`src/rtl/cpu_seq_pkg.sv`:
```
// cpu_seq_pkg: opcodes, cpu control codes, control-word struct and encoder for cpu_op_sequencer
package cpu_seq_pkg;
  localparam logic [1:0] OP_LOAD = 2'b00;
  localparam logic [1:0] OP_ADD = 2'b01;
  localparam logic [1:0] OP_SUB = 2'b10;
  localparam logic [1:0] OP_READ = 2'b11;
  localparam logic [1:0] OPSEL_ADD = 2'b00;
  localparam logic [1:0] OPSEL_SUB = 2'b01;
  localparam logic [1:0] OUTSEL_RF = 2'b00;
  localparam logic [1:0] OUTSEL_ALU = 2'b01;
  typedef struct packed {
    logic [1:0] op;
    logic [4:0] ra;
    logic [4:0] rb;
    logic [31:0] data;
  } cmd_t;
  typedef struct packed {
    logic [4:0] addr_a;
    logic [4:0] addr_b;
    logic [31:0] data;
    logic [1:0] opsel;
    logic [1:0] outsel;
    logic asel;
    logic bsel;
    logic oen;
  } cw_t;
  localparam int CW_W = $bits(cw_t);
  // NOP is a READ of r0 with the output disabled
  localparam cw_t NOP_CW = '{addr_a: 5'd0, addr_b: 5'd0, data: 32'd0, opsel: OPSEL_SUB,
                             outsel: OUTSEL_RF, asel: 1'b1, bsel: 1'b0, oen: 1'b0};
  function automatic logic is_alu(logic [1:0] op);
    return op == OP_ADD || op == OP_SUB;
  endfunction
  function automatic cw_t encode(logic [1:0] op, logic [4:0] ra, logic [4:0] rb, logic [31:0] data);
    return '{addr_a: op == OP_LOAD ? 5'd0 : ra,
             addr_b: op == OP_READ ? ra : rb,
             data: op == OP_LOAD ? data : 32'd0,
             opsel: op == OP_ADD ? OPSEL_ADD : OPSEL_SUB,
             outsel: is_alu(op) ? OUTSEL_ALU : OUTSEL_RF,
             asel: op != OP_LOAD,
             bsel: is_alu(op),
             oen: 1'b1};
  endfunction
endpackage

```
`src/rtl/seq_fifo.sv`:
```
// seq_fifo: DEPTH-entry command FIFO; push ignored when full, pop ignored when empty
//   push/din in, pop in, dout = head entry, full/empty flags
module seq_fifo #(
  parameter int DEPTH = 4,
  parameter int W = 8
) (
  input  logic         clk,
  input  logic         reset,
  input  logic         push,
  input  logic         pop,
  input  logic [W-1:0] din,
  output logic [W-1:0] dout,
  output logic         full,
  output logic         empty
);
  localparam int AW = $clog2(DEPTH);
  logic [W-1:0] mem [DEPTH];
  logic [AW-1:0] wp, rp;
  logic [AW:0] cnt;
  logic do_push, do_pop;
  assign full = cnt == (AW+1)'(DEPTH);
  assign empty = cnt == '0;
  assign do_push = push && !full;
  assign do_pop = pop && !empty;
  assign dout = mem[rp];
  always_ff @(posedge clk or posedge reset)
    if (reset) begin
      wp <= '0;
      rp <= '0;
      cnt <= '0;
    end else begin
      if (do_push) wp <= wp + AW'(1);
      if (do_pop) rp <= rp + AW'(1);
      cnt <= cnt + (AW+1)'(do_push) - (AW+1)'(do_pop);
    end
  always_ff @(posedge clk)
    if (do_push) mem[wp] <= din;
endmodule

```
`src/rtl/cpu_op_sequencer.sv`:
```
// cpu_op_sequencer: issues queued LOAD/ADD/SUB/READ commands to the cpu datapath with RAW interlock
//   in_*: command handshake; addressA..oen: registered cpu control; outPut/over: cpu result
//   rsp_*: tagged result strobe; busy: work queued or in flight; stall_cnt: hazard bubbles
module cpu_op_sequencer
  import cpu_seq_pkg::*;
#(
  parameter int DEPTH = 4,
  parameter int PIPE_LAT = 2,
  parameter int TAG_W = 4
) (
  input  logic             clk,
  input  logic             reset,
  input  logic             in_valid,
  output logic             in_ready,
  input  logic [1:0]       in_op,
  input  logic [4:0]       in_ra,
  input  logic [4:0]       in_rb,
  input  logic [31:0]      in_data,
  input  logic [TAG_W-1:0] in_tag,
  output logic [4:0]       addressA,
  output logic [4:0]       addressB,
  output logic [31:0]      dataIn,
  output logic [1:0]       opsel,
  output logic [1:0]       outsel,
  output logic             asel,
  output logic             bsel,
  output logic             oen,
  input  logic [31:0]      outPut,
  input  logic             over,
  output logic             rsp_valid,
  output logic [31:0]      rsp_data,
  output logic             rsp_over,
  output logic [TAG_W-1:0] rsp_tag,
  output logic             busy,
  output logic [15:0]      stall_cnt
);
  cmd_t head;
  logic [TAG_W-1:0] head_tag;
  logic full, empty, hazard, go, stall;
  cw_t cw;
  // bit/index 0 is the command on the datapath this cycle, higher = issued earlier
  logic [PIPE_LAT-1:0] act, rv, rd;
  logic [TAG_W-1:0] tg [PIPE_LAT];
  // a write issued PIPE_LAT-1 or fewer cycles ago has not reached the register file yet
  logic [PIPE_LAT-2:0] wv;
  logic [4:0] dst [PIPE_LAT-1];
  seq_fifo #(.DEPTH(DEPTH), .W($bits(cmd_t) + TAG_W)) u_fifo (
    .clk(clk),
    .reset(reset),
    .push(in_valid),
    .pop(go),
    .din({in_op, in_ra, in_rb, in_data, in_tag}),
    .dout({head, head_tag}),
    .full(full),
    .empty(empty)
  );
  always_comb begin
    hazard = 1'b0;
    for (int i = 0; i < PIPE_LAT - 1; i++)
      hazard |= wv[i] && ((head.op != OP_LOAD && dst[i] == head.ra) ||
                          (is_alu(head.op) && dst[i] == head.rb));
  end
  assign go = !empty && !hazard;
  assign stall = !empty && hazard;
  assign in_ready = !full;
  assign busy = !empty || |act;
  assign addressA = cw.addr_a;
  assign addressB = cw.addr_b;
  assign dataIn = cw.data;
  assign opsel = cw.opsel;
  assign outsel = cw.outsel;
  assign asel = cw.asel;
  assign bsel = cw.bsel;
  assign oen = cw.oen;
  always_ff @(posedge clk or posedge reset)
    if (reset) begin
      cw <= NOP_CW;
      act <= '0;
      rv <= '0;
      rd <= '0;
      wv <= '0;
      for (int i = 0; i < PIPE_LAT; i++) tg[i] <= '0;
      for (int i = 0; i < PIPE_LAT - 1; i++) dst[i] <= '0;
      stall_cnt <= '0;
      rsp_valid <= 1'b0;
      rsp_data <= '0;
      rsp_over <= 1'b0;
      rsp_tag <= '0;
    end else begin
      cw <= go ? encode(head.op, head.ra, head.rb, head.data) : NOP_CW;
      act <= PIPE_LAT'({act, go});
      rv <= PIPE_LAT'({rv, go && head.op != OP_LOAD});
      rd <= PIPE_LAT'({rd, head.op == OP_READ});
      wv <= (PIPE_LAT-1)'({wv, go && head.op != OP_READ});
      for (int i = PIPE_LAT - 1; i > 0; i--) tg[i] <= tg[i-1];
      tg[0] <= head_tag;
      for (int i = PIPE_LAT - 2; i > 0; i--) dst[i] <= dst[i-1];
      dst[0] <= head.rb;
      stall_cnt <= stall && stall_cnt != 16'hFFFF ? stall_cnt + 16'd1 : stall_cnt;
      rsp_valid <= rv[PIPE_LAT-1];
      if (rv[PIPE_LAT-1]) begin
        rsp_data <= outPut;
        rsp_over <= over && !rd[PIPE_LAT-1];
        rsp_tag <= tg[PIPE_LAT-1];
      end
    end
endmodule

```
`config.mk`:
```
export PLATFORM = sky130hd
export DESIGN_NAME = cpu_op_sequencer
export DESIGN_NICKNAME = d
export VERILOG_FILES = /design/src/rtl/cpu_seq_pkg.sv /design/src/rtl/seq_fifo.sv /design/src/rtl/cpu_op_sequencer.sv
export SDC_FILE = /design/constraint.sdc
export NUM_CORES = 1
export LEC_CHECK = 0
export CAP_MARGIN = 40
export CORE_MARGIN = 1
export CORE_UTILIZATION = 55
export CTS_BUF_LIST = sky130_fd_sc_hd__clkbuf_4 sky130_fd_sc_hd__clkbuf_8
export DETAILED_ROUTE_END_ITERATION = 8
export HOLD_SLACK_MARGIN = 0.12
export PLACE_DENSITY = 0.82
export REMOVE_ABC_BUFFERS = 1
export SYNTH_ARGS = -nofsm -noshare
export SYNTH_HDL_FRONTEND = slang
export SYNTH_HIERARCHICAL = 1
export SYNTH_SLANG_ARGS = --single-unit
```
`constraint.sdc`:
```
create_clock -name clk -period 5.3 [get_ports clk]
set_clock_uncertainty 0.05 [all_clocks]
set_input_delay 1.59 -clock clk [delete_from_list [all_inputs] [get_ports clk]]
set_output_delay 1.59 -clock clk [all_outputs]
set_load 0.1 [all_outputs]
```
==> reports/results.md <==
Logic synthesis
* share of async-settable or async-resettable flops after synthesis: 39.62%
* Gate Count Post-Synth: 599
* leading register cell type out of synthesis: edfxtp_1
* synthesized area per cell: 19.85 sq um
* Synthesis Warnings: 6
* unique cell type count in the Yosys netlist: 46
* register area share after synthesis: 75.03%
* cell area after synthesis: 11890 sq um
* flops & latches, synth: 318
* number of enable flip-flop cells after synthesis: 192

Detailed routing
* total number of vias: 6642
* count of nets left with antenna violations after detail routing: 0
* detailed router's first-iteration violation count: 368
* DRT Pass-1 Iters: 5
* aggregate routed wire length: 25.64 mm
* post-DR vias/cell: 5.365
* DRC viols: 0
* WL per Instance: 20.71 microns

Final layout
* Filler Cell Count: 1067
* post-synthesis to final-layout area growth: 40.72%
* proportion of layout cells with a drive suffix above 1: 31.50%
* core occupancy in the finished layout: 79.35%
* nets@finish: 1021
* most frequent standard cell in the layout excluding fill and tap cells: edfxtp_1
* top library cells by usage in the layout, fill and taps aside: edfxtp_1 (192), clkdlybuf4s50_1 (186), dfrtp_1 (122)

Placed design
* total of buffers placed on input and output ports: 186
* placed wire-length estimate: 17.37 mm
* GPL Wtd Cong: 0.7737
* pre-CTS worst setup slack: 1.121 ns

Timing
* Final Max Tran Viols: 0
* final period demand of the worst path: 4.252 ns
* worst hold margin: 0.2937 ns
* share of the clock period used by the worst path: 80.23%
* worst slew margin relative to its limit: 46.28%
* least setup slack across all paths after layout: 1.048 ns
* count of final setup violators: 0
* final count of hold timing violations: 0
* post-route setup TNS: 0 ns
* maximum clock frequency: 235.2 MHz
* pin slew with the least headroom to its limit: 0.8057 ns
* unrepaired setup endpoints after global routing: no

Floorplanning
* io pins: 189
* overall die height: 149.0 microns
* Die X-Extent: 149.0 microns
* Initial Util: 56.38%
* number of rows created at floorplan: 53
* Core ar.: 21090 sq um
* area of the die: 22210 sq um

CTS
* post-CTS clock slew at the launch and capture registers of the worst setup and hold paths: 0.06 ns
* post-CTS setup buffer count: 0
* Hold Buf Count CTS: 0
* TritonCTS buffer count: 46
* buffer cell driving the clock tree root: clkbuf_8
* Gates resized, CTS repair: 0
* H-Tree Depth: 2
* Clock Tree Buf Depth: 3
* clock tree from TritonCTS: done
* Clock Latency Late Sink: 0.55 ns
* number of sinks driven by the clock tree: 318

Critical path
* number of buffers and inverters on the critical path: 3
* crit-path max cell delay: 0.50 ns
* Worst Setup Start Kind: flip-flop
* critical path cell sequence: nor3_1 -> inv_1 -> or3_1 -> clkdlybuf4s50_1 -> buf_8
* number of gates on the worst path with buffers counted: 5
* Slowest cell on crit path: clkdlybuf4s50_1
* depth of the worst register-to-register path: 15
* worst-path maximum fanout: 7
* Worst Setup Path Type: flip-flop to output pin
* required time worst endpoint: 3.66 ns
* category of the worst setup path capture point: output pin
* Largest delay share family, worst path: buffers and inverters
* Crit path arrival time: 2.61 ns

Global routing
* maximum number of pins on one net before global-route repair: 68
* GRT Total Usage: 24.33%
* antenna violations before repair: 3
* leftover overflow at the end of global routing: 0
* wire length of the first global-routing pass: 40.16 mm
* number of global-route vias before repair: 7336

Hold path
* kind of path behind the tightest hold check: flip-flop to flip-flop
* number of cells on the worst hold path: 0

Run
* Max-Cap Viols: 0

Status
* result of the run: completed

## per-stage QoR
step	instance area, sq um	cells
finish	16730	1238
global route	16730	1237
CTS	16730	1237
detailed placement	15740	1153
global placement	13990	1049
floorplan	11690	577
## final cells by class
type,instances,area [sq um],share of cell area [%]
flip-flops and latches,318,8926,53.35
repair buffers,301,3694,22.07
multi-input cells,242,2714,16.22
clock buffers,79,962.2,5.750
well taps,275,344.1,2.056
inverters,17,66.31,0.3963
clock inverters,5,23.77,0.1421
diodes,1,2.502,0.01496
## worst register-to-register path: stages (launching register included)
cell      delay (ns)
dfrtp_2         0.88
mux4_2          0.40
inv_1           0.06
ha_1            0.23
nand2b_1        0.16
or2_2           0.29
o221ai_2        0.40
inv_1           0.17
o31ai_1         0.16
inv_1           0.09
ha_1            0.28
inv_1           0.04
ha_1            0.19
fa_1            0.38
xnor2_1         0.20
xnor2_1         0.17
## routing by layer
layer  GRT usage, %  routed length, microns
met3          6.667                    2001
met5              0                      11
met1          30.91                   10090
met4          8.724                     567
met2          40.44                   12970
## cell families (layout without fill, tap and decap cells)
family	Yosys count	after routing	synth area share, %
AOI/OAI and AO/OA	7	7	0.5367
xor gates and xnor gates	28	28	2.062
adders and majority gates	11	11	1.221
buffers and inverters	40	402	2.241
DFF	318	318	75.03
muxes	91	91	13.14
other	1	3	0.03154
and+or+nand+nor	103	103	5.735
## state kept, by name, indices dropped and copies added, names as in the netlist, 2 cells and up
register / flops
u_fifo/rp: 2
rd: 2
stall_cnt: 16
rv: 2
u_fifo/mem: 192
u_fifo/wp: 2
tg: 8
rsp_tag: 4
dst: 5
addressA: 5
dataIn: 32
addressB: 5
rsp_data: 32
act: 2
u_fifo/cnt: 3
## synthesized netlist by cell type, drive strengths merged, types with 2 or more instances
cell / number / area share [%]
mux2i: 5 / 0.42
dfrtp: 124 / 26
nor2: 11 / 0.51
nor3: 8 / 0.34
mux2: 38 / 3.6
nand2: 6 / 0.19
mux4: 48 / 9.1
nand4: 8 / 0.42
edfxtp: 192 / 48
nor4b: 2 / 0.15
buf: 18 / 1.5
dfstp: 2 / 0.44
nand3: 4 / 0.27
and2: 39 / 2.1
xor2: 12 / 0.88
and3b: 4 / 0.29
clkbuf: 5 / 0.16
nor4: 2 / 0.23
nand2b: 7 / 0.37
inv: 17 / 0.54
or3: 2 / 0.11
o211ai: 2 / 0.13
xnor2: 16 / 1.2
ha: 10 / 1.1
nor3b: 5 / 0.41
nand4bb: 2 / 0.19
## final timing paths
kind                                from             to  slack (ns)
max in group asynchronous          reset   rsp_data[14]        3.01
hold reg to reg                    tg[7]          tg[3]        0.29
hold / removal                     tg[7]          tg[3]        0.29
setup / recovery           u_fifo/cnt[1]           busy        1.05
min in group asynchronous          reset    addressA[4]        1.25
setup reg to reg            u_fifo/rp[1]  u_fifo/cnt[2]        1.05
Power is not shown: default switching activity piles up to over one toggle a cycle in this logic, so the estimate is an artifact.
